$ cat config.mk
export PLATFORM = sky130hd
export DESIGN_NAME = uart_digit_parser
export DESIGN_NICKNAME = d
export VERILOG_FILES = /design/src/rtl/uart_digit_parser.sv
export SDC_FILE = /design/constraint.sdc
export NUM_CORES = 1
export LEC_CHECK = 0
export BUFFER_PORTS_ARGS = -buffer_cell sky130_fd_sc_hd__buf_2
export CORE_ASPECT_RATIO = 1.1
export CORE_MARGIN = 3
export CORE_UTILIZATION = 28
export CTS_CLUSTER_SIZE = 30
export DETAILED_ROUTE_END_ITERATION = 12
export PLACE_DENSITY = 0.49
export RECOVER_POWER = 100
export SLEW_MARGIN = 5
export SYNTH_ARGS = -nofsm -noshare
export SYNTH_HDL_FRONTEND = slang
export SYNTH_SLANG_ARGS = --single-unit
export TNS_END_PERCENT = 50
$ cat constraint.sdc
create_clock -name clk -period 6.9 [get_ports clk]
set_clock_uncertainty 0.2 [all_clocks]
set_input_delay 1.725 -clock clk [delete_from_list [all_inputs] [get_ports clk]]
set_output_delay 1.725 -clock clk [all_outputs]
set_load 0.05 [all_outputs]
$ cat src/rtl/uart_digit_parser.sv
// Parses "#<tens><units>\r" frames from a UART byte stream into a 6-bit display ID.
// Optional inter-byte timeout is enabled by defining PARSER_TIMEOUT_EN.
module uart_digit_parser #(
   parameter int unsigned TIMEOUT_CYCLES = 1000000
) (
   input  logic       clk,
   input  logic       reset,
   input  logic [7:0] rx_data,
   input  logic       rx_busy,
   output logic [5:0] id,
   output logic       id_valid,
   output logic       frame_err,
   output logic       busy
);

   typedef enum logic [1:0] {IDLE, TENS, UNITS, TERM} state_t;

   state_t     r_state;
   logic       r_busy_q;
   logic [2:0] r_tens;
   logic [3:0] r_units;
   logic [5:0] r_id;
   logic       r_id_valid;
   logic       r_frame_err;

   logic       w_strobe;
   logic       w_is_hash;
   logic       w_is_cr;
   logic       w_tens_ok;
   logic       w_units_ok;
   logic [6:0] w_value;

   if (TIMEOUT_CYCLES < 2) begin : g_bad_timeout
      $error("TIMEOUT_CYCLES must be at least 2");
   end

   assign w_strobe   = r_busy_q & ~rx_busy;
   assign w_is_hash  = (rx_data == 8'h23);
   assign w_is_cr    = (rx_data == 8'h0D);
   assign w_tens_ok  = (rx_data >= 8'h30) && (rx_data <= 8'h36);
   assign w_units_ok = (rx_data >= 8'h30) && (rx_data <= 8'h39);
   // tens*10 as tens*8 + tens*2; max 69 fits in 7 bits
   assign w_value    = {1'b0, r_tens, 3'b000} + {3'b000, r_tens, 1'b0} + {3'b000, r_units};

`ifdef PARSER_TIMEOUT_EN
   localparam int unsigned TW = $clog2(TIMEOUT_CYCLES);
   localparam logic [TW-1:0] LAST_COUNT = TW'(TIMEOUT_CYCLES - 1);
   logic [TW-1:0] r_timer;
`endif

   always_ff @(posedge clk or posedge reset) begin
      if (reset) begin
         r_state     <= IDLE;
         r_busy_q    <= 1'b0;
         r_tens      <= 3'd0;
         r_units     <= 4'd0;
         r_id        <= 6'd0;
         r_id_valid  <= 1'b0;
         r_frame_err <= 1'b0;
`ifdef PARSER_TIMEOUT_EN
         r_timer     <= '0;
`endif
      end else begin
         r_busy_q    <= rx_busy;
         r_id_valid  <= 1'b0;
         r_frame_err <= 1'b0;
         if (w_strobe) begin
            case (r_state)
               IDLE: begin
                  if (w_is_hash) r_state <= TENS;
               end
               TENS: begin
                  if (w_is_hash) begin
                     r_frame_err <= 1'b1;
                  end else if (w_tens_ok) begin
                     r_tens  <= rx_data[2:0];
                     r_state <= UNITS;
                  end else begin
                     r_frame_err <= 1'b1;
                     r_state     <= IDLE;
                  end
               end
               UNITS: begin
                  if (w_is_hash) begin
                     r_frame_err <= 1'b1;
                     r_state     <= TENS;
                  end else if (w_units_ok) begin
                     r_units <= rx_data[3:0];
                     r_state <= TERM;
                  end else begin
                     r_frame_err <= 1'b1;
                     r_state     <= IDLE;
                  end
               end
               TERM: begin
                  if (w_is_hash) begin
                     r_frame_err <= 1'b1;
                     r_state     <= TENS;
                  end else if (w_is_cr && (w_value <= 7'd63)) begin
                     r_id       <= w_value[5:0];
                     r_id_valid <= 1'b1;
                     r_state    <= IDLE;
                  end else begin
                     r_frame_err <= 1'b1;
                     r_state     <= IDLE;
                  end
               end
               default: r_state <= IDLE;
            endcase
         end
`ifdef PARSER_TIMEOUT_EN
         // a strobe in the same cycle wins over the timeout
         else if ((r_state != IDLE) && (r_timer == LAST_COUNT)) begin
            r_frame_err <= 1'b1;
            r_state     <= IDLE;
         end

         if (w_strobe || (r_state == IDLE) || (r_timer == LAST_COUNT))
            r_timer <= '0;
         else
            r_timer <= r_timer + 1'b1;
`endif
      end
   end

   assign id        = r_id;
   assign id_valid  = r_id_valid;
   assign frame_err = r_frame_err;
   assign busy      = (r_state != IDLE);

endmodule

# Word-level counts from Yosys, hierarchy flattened
# Index checks and enable logic that the tools add are counted.
[op_classes] addsub=2 order_cmp=4 eq_ne=7 n_mux=19 n_bitwise=3 n_reduce_logical=9
[ops] op="$le 8x6->1 const B" count=2
[ops] op="$mux 1" count=12
[ops] op="$reduce_and 4->1" count=3
[ops] op="$mux 2" count=5
[ops] op="$eq 8x4->1 const B" count=1
[ops] op="$eq 8x6->1 const B" count=1
[ops] op="$ge 8x6->1 const B" count=1
[ops] op="$pmux 2 s4" count=1
[ops] op="$add 6x4->7" count=1
[ops] op="$add 7x4->7" count=1
[ops] op="$le 7x6->1 const B" count=1
[ops] op="$eq 2x2->1 const B" count=2
[ops] op="$ne 2x2->1 const B" count=2
[ops] op="$logic_and 1x1->1" count=3
[ops] op="$pmux 1 s3" count=1
[ops] op="$reduce_and 3->1" count=1
[ops] op="$eq 2x1->1 const B" count=1
[ops] op="$logic_not 2->1" count=1
[ops] op="$not 1->1" count=2
[ops] op="$reduce_bool 2->1" count=1
[ops] op="$and 1x1->1" count=1
[totals] ff_bits=18 output_inout_bits=9 word_cells=51

# Depth between registers and ports, before layout
[depth] depth_word=8 ltp_mapped=8

# Least setup slack after synthesis
# OpenSTA, ideal clock, no wires.
[synth_timing] path_kind="input port to flip-flop" startpoint="input port rx_data[7]" endpoint="register r_id[0] (netlist: id[0])" setup_ns=0.125 t_arrival_ns=2.611 path_slack_ns=3.964 path_stages=4 n_path_buf=0 path_cell_list="nor3_2 -> and3_1 -> nand3_4 -> mux2_4"
[synth_via] elab_chain_cells=3
[synth_rtl] element="start, declared" line="8" rtl="input logic [7:0] rx_data,"
[synth_rtl] element="$eq 8x4->1 or $eq 8x6->1 (tied branches)" line="39, 38"
[synth_rtl] element="$logic_and 1x1->1 or $not 1->1 (tied branches)"
[synth_rtl] element="$reduce_and 4->1 (no source line) (*)"
[synth_rtl] element="end signal, assigned" line="100" rtl="r_id <= w_value[5:0];"
[synth_rtl] element="end, declared" line="22" rtl="logic [5:0] r_id;"
# Every way passes the cells marked *; elsewhere a longest branch is shown, timed or not.
# A chain may end at the register's enable or synchronous reset.

# Worst setup path after layout
[layout_timing] startpoint="register r_state[0]" endpoint="output port busy"
[layout_via] elab_chain_cells=1
[layout_rtl] element="start, declared" line="18" rtl="state_t r_state;"
[layout_rtl] element="start signal, assigned" line="53" rtl="r_state <= IDLE;"
[layout_rtl] element="start signal, assigned" line="70" rtl="if (w_is_hash) r_state <= TENS;"
[layout_rtl] element="start signal, assigned" line="77" rtl="r_state <= UNITS;"
[layout_rtl] element="$reduce_bool 2->1" line="129" rtl="assign busy = (r_state != IDLE);"
[layout_rtl] element="end, declared" line="13" rtl="output logic busy"
# Every way passes these cells.

==> run summary <==
status - complete, no violations
Final Hold Violating Endpoints - 0
setup TNS - 0 ns
Reg clk slew, reported paths - 0.11 ns
sequential share of power - 0.540
Sink Count - 18
RR Startpoint - r_tens[2]$_DFFE_PP0P_
Final #Nets - 124
synthesis-to-finish area growth - 12.1%
main combinational cell family by area after synthesis - simple AND/OR/NAND/NOR gates
switch share - 0.271
Max VDD drop - 0.0863 mV
Post-Place Cells - 149
Post-Syn Area - 1040 sq um
Final Critical Period - 3.29 ns
post-DP HPWL - 1560 microns
Setup Fix Bufs, Post-CTS - 0
CP bufs+invs - 1
cts bufs inserted - 3
Pwr Total - 0.212 mW
Core Region - 3440 sq um
htree depth - 1
slew margin rel. - 0.532
DIE AREA - 4470 sq um
Post-Place Worst Slack - 3.54 ns
XOR/XNOR share of the synthesized area - 0.0169
CP max FO - 7
RSZ-0062 raised after global routing - no
post-synthesis mux area share - 0.158
Final WS setup - 3.61 ns
initial antenna violation count - 0
global-route wire length before repair - 3450 microns
n_diodes - 0
Distinct cells, synth - 33
row count - 22
Cell Pwr Density - 182 nW/um^2
Antenna Nets Post-Route - 0
Die W - 64.0 microns
Crit Reg-Reg Endpoint - id[2]$_DFFE_PP0P_
Worst-Margin Slew - 0.701 ns
vias in the first global route - 752
port bufs - 19
register bit total from synthesis - 18
Max Clk Rate - 0.304 GHz
Avg Cell Area, Syn - 12.5 sq um
largest net degree at the start of global routing - 19
NetSw - 0.0574 mW
Global Route Usage Sum - 0.0961
P_int - 0.155 mW
Syn Inst Count - 83
Max Slew Vio Count - 0
Starting Density - 0.301
synth top area cells - dfrtp_1 (43%), mux2_2 (7.6%), mux2_4 (7.2%)
Clock Latency Late Sink - 0.29 ns
routed len/inst - 12.6 microns
YS warnings - 0
hold depth - 1
Comb pwr share - 0.150
Worst setup EP type - primary output
CP cell instances - or2_2 -> clkbuf_1
Worst path slowest cell - dfrtp_1
Pleak - 0.568 nW
DR vias - 695
Yosys top cell area share - 0.434
TritonCTS clock tree - done
fin cells - 153
Seq/Total Area, Yosys - 0.434
crit-path leading delay family - flip-flops
DR DRC count - 0
share of cells above drive strength 1 - 0.229
Post-Synth Simple-Gate Area - 0.158
IO Count - 20
clock buffer depth - 2
Reg2Reg Depth - 7
Iter 0 DRT Violations - 22
# setup viols final - 0
gpl congestion - 0.812
TritonRoute pass-1 iters - 4
HP Class - reg -> reg
slowest stage delay, CP - 0.47 ns
Crit path arrival time - 1.37 ns
Post-Route WL - 1920 microns
Post-CTS Hold Buffers - 0
Synth Area in Compound Gates - 0.0941
crit path kind - reg -> out
max cap viols - 0
total gr overflow - 0
Worst Setup Start Kind - register
root buffer cell - clkbuf_4
final worst path period share - 0.477
Die H - 69.8 microns
Worst Path Required - 4.97 ns
HP Start - r_units[0]$_DFFE_PP0P_
Clk pwr share - 0.310
PostCTS Resize Cnt - 0
adder-cell share of the synthesized area - 0.0989
reg2reg setup slack - 4.14 ns
hold path endpoint - id[0]$_DFFE_PP0P_
Synth area leader - dfrtp_1
Synthesized Nets - 101
Via-to-Cell Ratio - 4.54
[cells in the mapped netlist (all sizes together)]
master	n
dfrtp	18
mux2	12
inv	9
ha	5
a21oi	4
nand2	3
nand3	3
nor2b	3
and3	2
and4bb	2
fa	2
nor2	2
nor3	2
o21ai	2
xnor2	2
a21o	1
a22o	1
a22oi	1
a2bb2oi	1
a311oi	1
and2	1
buf	1
mux2i	1
nand4	1
nand4b	1
o2bb2ai	1
or2	1
[final cells by class]
class	instances	area (sq um)
clock buffer	4	36.3
sequential	18	450
multi-input combinational	55	500
fill	368	2280
timing repair buffer	19	81.3
inverter	9	33.8
tap	48	60.1
[metal layers]
layer / vias to the layer above / global-route usage / routed length, microns
li1: 336 / - / -
met3: 2 / 0.0276 / 85
met4: 0 / 0.0288 / 21
met1: 348 / 0.121 / 911
met2: 9 / 0.157 / 903
met5: - / 0 / 0
[layout by cell type (no fill, tap or decap)]
| cell | count |
|---|---|
| mux2_2 | 7 |
| nand4_1 | 1 |
| a22oi_1 | 1 |
| mux2i_1 | 1 |
| and2_0 | 1 |
| nand4b_1 | 1 |
| and3_1 | 1 |
| a21o_1 | 1 |
| o21ai_0 | 1 |
| a22o_1 | 1 |
| or2_2 | 1 |
| nor3_2 | 1 |
| nand3_1 | 3 |
| buf_2 | 8 |
| and4bb_1 | 2 |
| clkbuf_1 | 11 |
| a2bb2oi_1 | 1 |
| o21ai_4 | 1 |
| inv_1 | 9 |
| ha_1 | 5 |
| nor2b_1 | 3 |
| a21oi_1 | 4 |
| nand2_1 | 3 |
| and3_4 | 1 |
| dfrtp_1 | 18 |
| a311oi_2 | 1 |
| o2bb2ai_1 | 1 |
| xnor2_1 | 2 |
| mux2_1 | 5 |
| clkbuf_4 | 3 |
| clkbuf_8 | 1 |
| nor2_1 | 2 |
| nor3_1 | 1 |
| fa_1 | 2 |
[power groups by stage]
stage	clock, mW	combinational (mW)	sequential, mW
floorplan	0	0.0226	0.117
global placement	0	0.0337	0.117
detailed placement	0	0.0337	0.116
CTS	0.0683	0.0339	0.114
global route	0.0732	0.0360	0.115
finish	0.0658	0.0318	0.114
[worst max path at each step]
stage | startpoint | end | depth (start not counted)
after global routing | r_state[0]$_DFFE_PP0P_ | busy | 2
after floorplan | rx_data[7] | id[0]$_DFFE_PP0P_ | 4
after CTS | r_state[0]$_DFFE_PP0P_ | busy | 2
after detailed placement | rx_busy | id[2]$_DFFE_PP0P_ | 5
final | r_state[0]$_DFFE_PP0P_ | busy | 2
after global placement | rx_busy | id[1]$_DFFE_PP0P_ | 5
[sequential cells by signal, summed over array words and instances (netlist names)]
| name | cells |
|---|---|
| r_tens | 3 |
| id_valid | 1 |
| frame_err | 1 |
| r_units | 4 |
| r_state | 2 |
| id | 6 |
| r_busy_q | 1 |
[logic make-up (layout without fill, tap and decap cells)]
family	after synthesis	after routing
compound gates	12	12
xor+xnor	2	2
fa+ha+maj	7	7
buf+inv	10	32
flops	18	18
mux	13	13
simple gates	21	21
[per-stage QoR]
step,area (sq um),util,hold WS (ns)
3_5_place_dp,1180,0.344,0.305
6_report,1160,0.338,0.318
4_1_cts,1220,0.355,0.328
5_1_grt,1160,0.338,0.334
2_1_floorplan,1040,-,0.276
3_3_place_gp,1180,0.344,0.290
(Power assumes the default switching activity.)
